`src/rtl/tt_edge_loader.sv`:
```
// Edge-list front end for the BFS core: takes a query plus its edges, removes self-loops
// and duplicates, replays the cleaned list as one in_valid burst and reports the core's result.
module tt_edge_loader #(
  parameter int unsigned DEPTH = 32
) (
  input  logic       clk,
  input  logic       rst_n,
  input  logic       s_valid,
  output logic       s_ready,
  input  logic       s_last,
  input  logic [3:0] s_a,
  input  logic [3:0] s_b,
  output logic       tt_in_valid,
  output logic [3:0] tt_source,
  output logic [3:0] tt_destination,
  input  logic       tt_out_valid,
  input  logic [3:0] tt_cost,
  output logic       res_valid,
  output logic [3:0] res_cost,
  output logic [5:0] res_edges,
  output logic [5:0] res_drop,
  output logic       res_ovf
);

  localparam int unsigned AW   = $clog2(DEPTH);
  localparam logic [5:0]  EMAX = 6'(DEPTH - 1);

  localparam logic [2:0] S_IDLE   = 3'd0;
  localparam logic [2:0] S_LOAD   = 3'd1;
  localparam logic [2:0] S_REPLAY = 3'd2;
  localparam logic [2:0] S_WAIT   = 3'd3;
  localparam logic [2:0] S_DONE   = 3'd4;

  logic [2:0]   state, state_nx;
  logic [7:0]   mem [DEPTH];
  logic [119:0] seen;
  logic [5:0]   rp;
  logic         xfer, is_loop, is_dup, has_space, store, query_trivial;
  logic [3:0]   lo, hi;
  logic [7:0]   prod;
  logic [6:0]   pidx;

  always_comb begin
    xfer          = s_valid && s_ready;
    is_loop       = (s_a == s_b);
    lo            = (s_a < s_b) ? s_a : s_b;
    hi            = (s_a < s_b) ? s_b : s_a;
    // Strict upper triangle (lo < hi): row hi starts at hi*(hi-1)/2, 120 cells total
    prod          = {4'b0, hi} * ({4'b0, hi} - 8'd1);
    pidx          = 7'(prod >> 1) + {3'b0, lo};
    is_dup        = seen[pidx];
    has_space     = (res_edges < EMAX);
    store         = xfer && (state == S_LOAD) && !is_loop && !is_dup && has_space;
    query_trivial = (mem[0][7:4] == mem[0][3:0]);

    state_nx = state;
    case (state)
      S_IDLE:   if (xfer) state_nx = !s_last ? S_LOAD : (is_loop ? S_DONE : S_REPLAY);
      S_LOAD:   if (xfer && s_last) state_nx = query_trivial ? S_DONE : S_REPLAY;
      S_REPLAY: if (rp > res_edges) state_nx = S_WAIT;
      S_WAIT:   if (tt_out_valid) state_nx = S_DONE;
      S_DONE:   state_nx = S_IDLE;
      default:  state_nx = S_IDLE;
    endcase
  end

  // Entry 0 holds the query; edges fill entries 1..DEPTH-1 in arrival order
  always_ff @(posedge clk) begin
    if (xfer && state == S_IDLE) mem[0] <= {s_a, s_b};
    else if (store)              mem[AW'(res_edges + 6'd1)] <= {s_a, s_b};
  end

  always_ff @(posedge clk or negedge rst_n) begin
    if (!rst_n) begin
      state          <= S_IDLE;
      s_ready        <= 1'b0;
      seen           <= '0;
      rp             <= '0;
      tt_in_valid    <= 1'b0;
      tt_source      <= '0;
      tt_destination <= '0;
      res_valid      <= 1'b0;
      res_cost       <= '0;
      res_edges      <= '0;
      res_drop       <= '0;
      res_ovf        <= 1'b0;
    end else begin
      state     <= state_nx;
      s_ready   <= (state_nx == S_IDLE) || (state_nx == S_LOAD);
      res_valid <= (state_nx == S_DONE);
      case (state)
        S_IDLE: if (xfer) begin
          seen      <= '0;
          rp        <= '0;
          res_cost  <= '0;
          res_edges <= '0;
          res_drop  <= '0;
          res_ovf   <= 1'b0;
        end
        S_LOAD: if (xfer) begin
          if (is_loop || is_dup) begin
            if (res_drop != 6'd63) res_drop <= res_drop + 6'd1;
          end else if (has_space) begin
            seen[pidx] <= 1'b1;
            res_edges  <= res_edges + 6'd1;
          end else begin
            res_ovf <= 1'b1;
          end
        end
        S_REPLAY: begin
          if (rp <= res_edges) begin
            tt_in_valid                 <= 1'b1;
            {tt_source, tt_destination} <= mem[AW'(rp)];
            rp                          <= rp + 6'd1;
          end else begin
            tt_in_valid    <= 1'b0;
            tt_source      <= '0;
            tt_destination <= '0;
          end
        end
        S_WAIT: if (tt_out_valid) res_cost <= tt_cost;
        default: ;
      endcase
    end
  end

endmodule

```
`config.mk`:
```
export PLATFORM = sky130hd
export DESIGN_NAME = tt_edge_loader
export DESIGN_NICKNAME = d
export VERILOG_FILES = /design/src/rtl/tt_edge_loader.sv
export SDC_FILE = /design/constraint.sdc
export NUM_CORES = 1
export LEC_CHECK = 0
export ABC_CLOCK_PERIOD_IN_PS = 5300
export CAP_MARGIN = 20
export CORE_MARGIN = 2
export CORE_UTILIZATION = 49
export DETAILED_ROUTE_END_ITERATION = 8
export PLACE_DENSITY = 0.74
export SETUP_SLACK_MARGIN = 0.2
export SLEW_MARGIN = 20
export SYNTH_ARGS = -nofsm -noshare
export SYNTH_HDL_FRONTEND = slang
export SYNTH_SLANG_ARGS = --single-unit
export TNS_END_PERCENT = 50
```
`constraint.sdc`:
```
create_clock -name clk -period 5.3 [get_ports clk]
set_input_delay 1.06 -clock clk [delete_from_list [all_inputs] [get_ports clk]]
set_output_delay 1.06 -clock clk [all_outputs]
set_load 0.01 [all_outputs]
```
==> out/metrics.cfg, run 1 <==
[status]
status = finished, violations left
violations = negative setup slack

[cts]
cts_max_level = 2
cts_sinks = 413
clkLatencyLatePin_ns = 0.58
cts_buffers = 43
hold_buffers = 0
clk_pin_slew_ns = 0.06
cts_buffer_depth = 3
cts-root-buf = clkbuf_16
cts_tree = done

[placed_design]
gp_congestion = 0.910
dp_slack_ns = -3.25
io_buffers = 44
dp_hpwl_um = 31700

[critical_path]
path_class = in -> reg
critPathSlowestCell = fa_2
cp-end-kind = register
cp.arrival_ns = 7.56
cp-start-kind = input pin
cp_common_cell = buf_6
critical_path_required_ns = 5.59
worstPathMaxFanout = 8
slowest_delay_ns = 0.54

[final_layout]
diodes = 0
final_common_cell = edfxtp_1
areaGrowthSynthToFinish_pct = 24.7
fill_cells = 2776
final_nets = 1613
mostFrequentLayoutCells = 256 x edfxtp_1, 155 x dfrtp_1, 141 x buf_4
drive_gt1_frac = 0.288
finish.utilization = 0.615

[sta]
hold_viol = 0
worst_slew_pin_slew_ns = 1.09
rsz0062_at_grt = yes
setup_slack_ns = -1.97
relSlewSlack = 0.271
slew_violations = 0
tns_ns = -721.47
fmax_mhz = 138
holdWs_ns = 0.484
setup_viol = 389
post-route-min-period_ns = 7.27
clock_skew_ns = 0.0170
period_share = 1.37

[global_routing]
antenna_found_initial = 0
grt_overflow_total = 0
grt_start_max_net_pins = 158
grt_usage = 0.249
grt_pass1_vias = 12900
grt_first_pass_wirelength_um = 76900

[power_and_ir_drop]
power.total_mw = 13.0
leakagePower_nw = 8.89
ir_drop_mv = 0.403
p_per_area_nw_per_um2 = 549

[floorplan]
start_util = 0.493
io_pins = 45
die_h_um = 201
core_um2 = 38400
rows = 72
fp.dieW_um = 201
die_area_um2 = 40200

[route]
avgRoutedWirePerCell_um = 23.7
drc_errors = 0
vias_per_cell = 6.12
via_count = 12900
drt_iter0_drc = 1453
first_pass_iters = 6
antenna_left = 0
wl_um = 49700

[synth]
synth.cell_area_um2 = 18900
synth_top_area_share = 0.406
synth_cell_type_count = 63
synth.avg_cell_area_um2 = 14.0
ys.flop_type = edfxtp_1
postSynthCellCount = 1348
synth_edf_count = 256
synth_seq_cells = 413
synth_area_leaders = edfxtp_1 41%, dfrtp_1 21%, mux4_2 10%, o21a_1 4.9%, nor3_1 3.6%
synth_top_cell_by_area = edfxtp_1
synth-seq-area-share = 0.614
yosysWarningCount = 0
async_flop_share = 0.380
syn_nets = 1412

[job]
cap_violations = 0

[hold_path]
hold_path_class = reg -> reg

## cell families after synthesis
kind of cell | after synthesis | share of synthesized area
AND/OR/NAND/NOR | 378 | 0.0962
XOR/XNOR | 22 | 0.0106
flip-flops | 413 | 0.614
multiplexers | 136 | 0.131
adder cells (fa/ha/maj) | 47 | 0.0342
buffers and inverters | 117 | 0.0247
AO/OA/AOI/OAI | 235 | 0.0901
## worst paths after layout
check	slack, ns	startpoint	cells past startpoint	endpoint
max	-1.97	s_b[2]	29	mem[7][5]
min reg2reg	0.48	seen[92]	1	seen[92]
min in group asynchronous	0.62	rst_n	2	seen[0]
max reg2reg	1.82	res_edges[0]	10	mem[7][5]
max in group asynchronous	4.03	rst_n	2	rp[0]
min	0.48	seen[92]	1	seen[92]
## report_power, final
group / total (mW) / switching, mW / internal (mW)
logic: 6.14 / 3.46 / 2.68
clock network: 2.92 / 1.26 / 1.66
registers: 3.89 / 0.269 / 3.62
## repair_timing
| item | in CTS | in global routing |
|---|---|---|
| setup endpoints to repair | 389 | 389 |
| buffers inserted | 19 | 5 |
| pin swaps | 46 | 27 |
| gates resized for setup | 92 | 34 |
## synth_stat cells (all sizes together) (3+ instances only)
library cell  count
edfxtp          256
dfrtp           157
nor3            137
o21a            124
nand2            89
mux4             88
clkbuf           56
nor2             54
ha               39
mux2i            39
nand3            35
inv              30
buf              29
o21ai            20
a21oi            17
and3             17
xnor2            14
a31oi            11
o31ai            10
mux2              9
fa                8
o211ai            8
xor2              8
nand2b            7
nor2b             7
or2               7
a32oi             6
and2              6
nor4              6
nor3b             5
o22ai             5
a211o             4
a221o             4
a211oi            3
a21o              3
a22oi             3
## layout make-up
cell class	instances	area, um2	area share
clock buffers	59	1180	0.0498
clock inverters	19	175	0.00742
inverters	32	140	0.00593
multi-input cells	818	7520	0.319
flip-flops and latches	413	11600	0.492
well taps	518	648	0.0274
repair buffers	241	2330	0.0986
## flip-flops by register name (all words and copies together), names as in the netlist
name,flops
s_ready,1
tt_source,4
rp,6
res_edges,6
seen,120
tt_destination,4
res_drop,6
res_ovf,1
mem,256
tt_in_valid,1
res_valid,1
res_cost,4
state,3
## through the flow
stage,cells,instance area (um2)
final,2100,23600
after global routing,2100,23600
after CTS,2095,23400
after detailed placement,1998,21600
after global placement,1998,21600
after floorplan,1348,19300
## layer usage
layer,wire length [um],part of all wire,vias to the layer above,GRT usage
li1,-,-,5572,-
met1,19600,0.39,6502,0.339
met2,24400,0.49,657,0.409
met3,3990,0.080,127,0.0356
met4,1790,0.036,0,0.0929
met5,0,0,-,0
## critical path: cells and delay by family
kind	cells	cell delay, ns
AND/OR/NAND/NOR	8	1.29
AO/OA/AOI/OAI	3	0.69
XOR/XNOR	2	0.53
buffers and inverters	8	0.89
multiplexers	1	0.30
adder cells (fa/ha/maj)	7	2.77
Note: power is estimated with default switching activity, not from simulation.
==> run 2, diff against run 1 <==
- ABC_CLOCK_PERIOD_IN_PS: 5300 -> 7650
- SLEW_MARGIN: 20 -> default
- clock period: 5.3 -> 7.65 ns (I/O delays scaled with it)
==> run 2 against run 1 <==
The run still ends with negative setup slack left. Final cell count down 1.1%. Worst setup slack better by 1.7 ns. Sequential cell count unchanged. Sequential power down 32%. Combinational power down 30%. Via count down 1.5%. Design area down 0.11%. Critical path type unchanged. Largest cell class unchanged.
==> out/metrics.cfg, run 2 (synthesized netlist as in run 1, its figures left out) <==
[placed_design]
gp_congestion = 0.900
numPlacedInstances = 1986
dp_slack_ns = -1.33
dpl_cell_area_um2 = 21500
io_buffers = 44
dp_hpwl_um = 31400

[global_routing]
grt_usage = 0.247
grt_overflow_total = 0
grt_first_pass_wirelength_um = 76700
grt_start_max_net_pins = 113
antenna_found_initial = 0
grt_pass1_vias = 12900

[status]
status = finished, violations left
violations = negative setup slack

[final_layout]
final_common_cell = edfxtp_1
drive_gt1_frac = 0.302
areaGrowthSynthToFinish_pct = 24.6
largest_registers = mem (256), seen (120)
final_nets = 1594
mostFrequentLayoutCells = 256 x edfxtp_1, 155 x dfrtp_1, 127 x buf_4
diodes = 0
max_flop_register = mem
fin_cells = 2077
fin_area_um2 = 23600
largest_register_ff_count = 256

[sta]
holdWs_ns = 0.486
slew_violations = 0
setup_viol = 278
worst_slew_pin_slew_ns = 1.07
hold_viol = 0
post-route-min-period_ns = 7.87
fmax_mhz = 127
rsz0062_at_grt = yes
clock_skew_ns = 0.0327
relSlewSlack = 0.285
period_share = 1.03
setup_slack_ns = -0.224

[cts]
cts_buffers = 43
clkLatencyLatePin_ns = 0.57
clk_pin_slew_ns = 0.06
hold_buffers = 0
cts_tree = done
cts_max_level = 2
cts_sinks = 413
cts-root-buf = clkbuf_16
cts_buffer_depth = 3

[route]
wl_um = 48600
drt_iter0_drc = 1377
first_pass_iters = 7
avgRoutedWirePerCell_um = 23.4
drc_errors = 0
vias_per_cell = 6.10
top_layer_used = met4
antenna_left = 0
drt-met1-wl_um = 19500
via_count = 12700
met3_length_um = 3650
dr_wl_met2_um = 23800

[floorplan]
core_um2 = 38400
fp.dieW_um = 201
io_pins = 45
die_area_um2 = 40200
die_h_um = 201
rows = 72
start_util = 0.493

[critical_path]
worstPathMaxFanout = 8
path_class = in -> reg
cp.arrival_ns = 8.13
cp_common_cell = buf_6
cp-end-kind = register
cp-start-kind = input pin
slowest_delay_ns = 0.56
r2r_slack_ns = 4.17
critPathSlowestCell = fa_1
critical_path_required_ns = 7.91

[power_and_ir_drop]
power.total_mw = 8.87
power_switching_share = 0.394
p_seq_frac = 0.300
leakagePower_nw = 8.93
power.internal_mw = 5.38
ir_drop_mv = 0.333
switchingPower_mw = 3.50
p_per_area_nw_per_um2 = 376
p_clk_frac = 0.217
pwr-share-comb = 0.483

[job]
cap_violations = 0

[hold_path]
hold_path_class = reg -> reg

## run 2: cell types whose count changed in the layout (fill, tap and decap cells not counted), sizes merged
cell	change
buf	-20
clkbuf	-4
bufinv	-1
clkinv	+2
clkdlybuf4s15	-1
dlygate4sd2	+1
## run 2: final timing paths
check,to,cells past startpoint,from
max,mem[13][6],29,s_b[2]
min,seen[90],1,seen[90]
max reg2reg,mem[13][6],9,res_edges[0]
min reg2reg,seen[90],1,seen[90]
max in group asynchronous,seen[61],2,rst_n
min in group asynchronous,seen[118],1,rst_n
## run 2: layout make-up
cell class	count	area, um2
clock inverters	20	145
multi-input cells	818	7780
repair buffers	222	2140
clock buffers	54	1120
well taps	518	648
flip-flops and latches	413	11600
fillers	2796	14800
inverters	32	138
## run 2: per-stage QoR
stage	util	TNS (ns)
2_1_floorplan	-	-107.21
3_3_place_gp	0.559	-390.83
3_5_place_dp	0.559	-446.18
4_1_cts	0.610	-8.47
5_1_grt	0.615	-91.05
6_report	0.615	-30.09
## run 2: worst max-delay path, delay by kind of cell
family | cells | cell delay (ns)
compound gates | 2 | 0.46
fa+ha+maj | 7 | 2.90
buf+inv | 8 | 0.89
simple gates | 8 | 1.47
xor+xnor | 2 | 0.35
mux | 2 | 0.54
## run 2: what timing repair did
| action | CTS | global route |
|---|---|---|
| hold endpoints to repair | 0 | 0 |
| pin swaps | 91 | 46 |
| endpoints found under the setup margin | 389 | 389 |
| buffers inserted | 11 | 5 |
| gates resized for setup | 150 | 30 |
## run 2: layer usage
layer	vias up	global-route usage
li1	5523	-
met1	6464	0.337
met2	564	0.402
met3	112	0.0430
met4	0	0.0899
met5	-	0
## run 2: power by group through the flow
stage	Combinational (mW)	Clock (mW)	Sequential (mW)
detailed placement	3.81	0	2.71
floorplan	2.32	0	2.63
CTS	4.15	1.95	2.67
global placement	3.76	0	2.70
global route	4.55	2.04	2.69
finish	4.29	1.92	2.66
==> run 3, diff against run 2 <==
- CORE_UTILIZATION: 49 -> 34
- PLACE_DENSITY: 0.74 -> 0.58
==> run 3 against run 2 <==
Register-to-register slack improved by 0.09 ns. Routed wire length rose by 3.6%. Critical path depth rose by 3. Count of clock-buffer cells in the layout rose by 10. The flow still finishes with violations (negative setup slack). Critical endpoint is now seen[79]. Sequential power barely moved. Combinational power rose by 11%.
==> out/metrics.cfg, run 3 (synthesized netlist as in run 1, its figures left out) <==
[sta]
clock_skew_ns = 0.0190
worst_slew_pin_slew_ns = 1.09
hold_viol = 0
slew_violations = 0
post-route-min-period_ns = 7.65
relSlewSlack = 0.272
holdWs_ns = 0.481
setup_slack_ns = -0.000647
rsz0062_at_grt = yes
setup_viol = 1
period_share = 1.00
fmax_mhz = 131

[route]
via_count = 12500
dr_wl_met2_um = 24100
drt-met1-wl_um = 21600
avgRoutedWirePerCell_um = 21.7
met3_length_um = 3410
antenna_left = 0
drt_iter0_drc = 1004
vias_per_cell = 5.39
wl_um = 50300
top_layer_used = met4
first_pass_iters = 5
drc_errors = 0

[floorplan]
start_util = 0.344
die_area_um2 = 57600
core_um2 = 55100
fp.dieW_um = 240
rows = 86
die_h_um = 240
io_pins = 45

[placed_design]
dpl_cell_area_um2 = 21800
dp_hpwl_um = 31800
gp_congestion = 0.855
io_buffers = 44
dp_slack_ns = -1.38
numPlacedInstances = 2207

[critical_path]
critPathSlowestCell = fa_1
critical_path_required_ns = 8.16
worstPathMaxFanout = 16
cp_common_cell = buf_4
cp-end-kind = register
slowest_delay_ns = 0.55
path_class = in -> reg
cp-start-kind = input pin
cp.arrival_ns = 8.16

[global_routing]
grt_start_max_net_pins = 93
antenna_found_initial = 0
grt_overflow_total = 0
grt_pass1_vias = 12500
grt_usage = 0.172
grt_first_pass_wirelength_um = 75500

[cts]
cts-root-buf = clkbuf_16
cts_max_level = 2
cts_buffers = 45
clk_pin_slew_ns = 0.06
cts_tree = done
cts_buffer_depth = 3
cts_sinks = 413
clkLatencyLatePin_ns = 0.58

[power_and_ir_drop]
ir_drop_mv = 0.257
leakagePower_nw = 9.10
p_per_area_nw_per_um2 = 390

[final_layout]
largest_register_ff_count = 256
diodes = 0
largest_registers = mem (256), seen (120)
final_nets = 1602
fin_area_um2 = 24800
fin_cells = 2321
areaGrowthSynthToFinish_pct = 31.0
drive_gt1_frac = 0.355
finish.utilization = 0.450
mostFrequentLayoutCells = 256 x edfxtp_1, 155 x dfrtp_1, 124 x o21a_1
max_flop_register = mem
final_common_cell = edfxtp_1

[status]
violations = negative setup slack
status = finished, violations left

[hold_path]
hold_path_class = reg -> reg

[job]
cap_violations = 0

-- run 3: cell types whose count changed in the layout (fill, tap and decap cells not counted), moves of 6 or more --
cell and delta:
buf_12 +17, buf_6 -11, clkbuf_16 +6, clkbuf_8 +8
nor3_1 -65, nor3_2 +74, nor3_4 -9
-- run 3: worst max-delay path, delay by kind of cell --
| family | cells | cell delay [ns] |
|---|---|---|
| simple gates | 5 | 0.95 |
| buf+inv | 12 | 1.39 |
| xor+xnor | 2 | 0.39 |
| mux | 1 | 0.28 |
| fa+ha+maj | 7 | 2.61 |
| compound gates | 5 | 0.98 |
-- run 3: path summary, 6_finish.rpt --
path / start / endpoint / slack (ns) / cells after the start
min in group asynchronous: rst_n / seen[7] / 1.05 / 1
setup reg to reg: res_edges[0] / seen[79] / 4.26 / 11
hold / removal: seen[99] / seen[99] / 0.48 / 1
hold reg to reg: seen[99] / seen[99] / 0.48 / 1
setup / recovery: s_b[2] / seen[79] / -0.0006 / 32
max in group asynchronous: rst_n / rp[0] / 5.09 / 2
-- run 3: repair_timing --
action,4_1_cts,5_1_grt
setup endpoints to repair,389,389
cloned,0,8
buffers inserted,16,7
gates resized for setup,91,151
hold buffers,0,0
endpoints found under the hold margin,0,0
pin swaps,42,45
-- run 3: area by class of cell --
class	count	area, um2
clock inverters	18	278
repair buffers	228	2460
multi-input cells	818	8100
fillers	4921	30300
flip-flops and latches	413	11600
well taps	748	936
clock buffers	64	1280
inverters	32	135
-- run 3: through the flow --
stage / total power [mW] / TNS (ns)
finish: 9.66 / -0.000647
CTS: 9.19 / -0.263
detailed placement: 6.66 / -442.81
global placement: 6.64 / -409.44
global route: 10.1 / -38.38
floorplan: 4.95 / -107.21
-- run 3: report_power, final --
| group | internal (mW) | switching (mW) | leakage [nW] |
|---|---|---|---|
| Clock | 1.37 | 0.900 | 0.759 |
| Sequential | 2.51 | 0.122 | 4.47 |
| Combinational | 2.01 | 2.75 | 3.87 |
-- run 3: routing by layer --
layer / track usage / vias up
met2: 0.281 / 418
met4: 0.0459 / 0
met3: 0.0327 / 91
met1: 0.234 / 6439
li1: - / 5551
met5: 0 / -
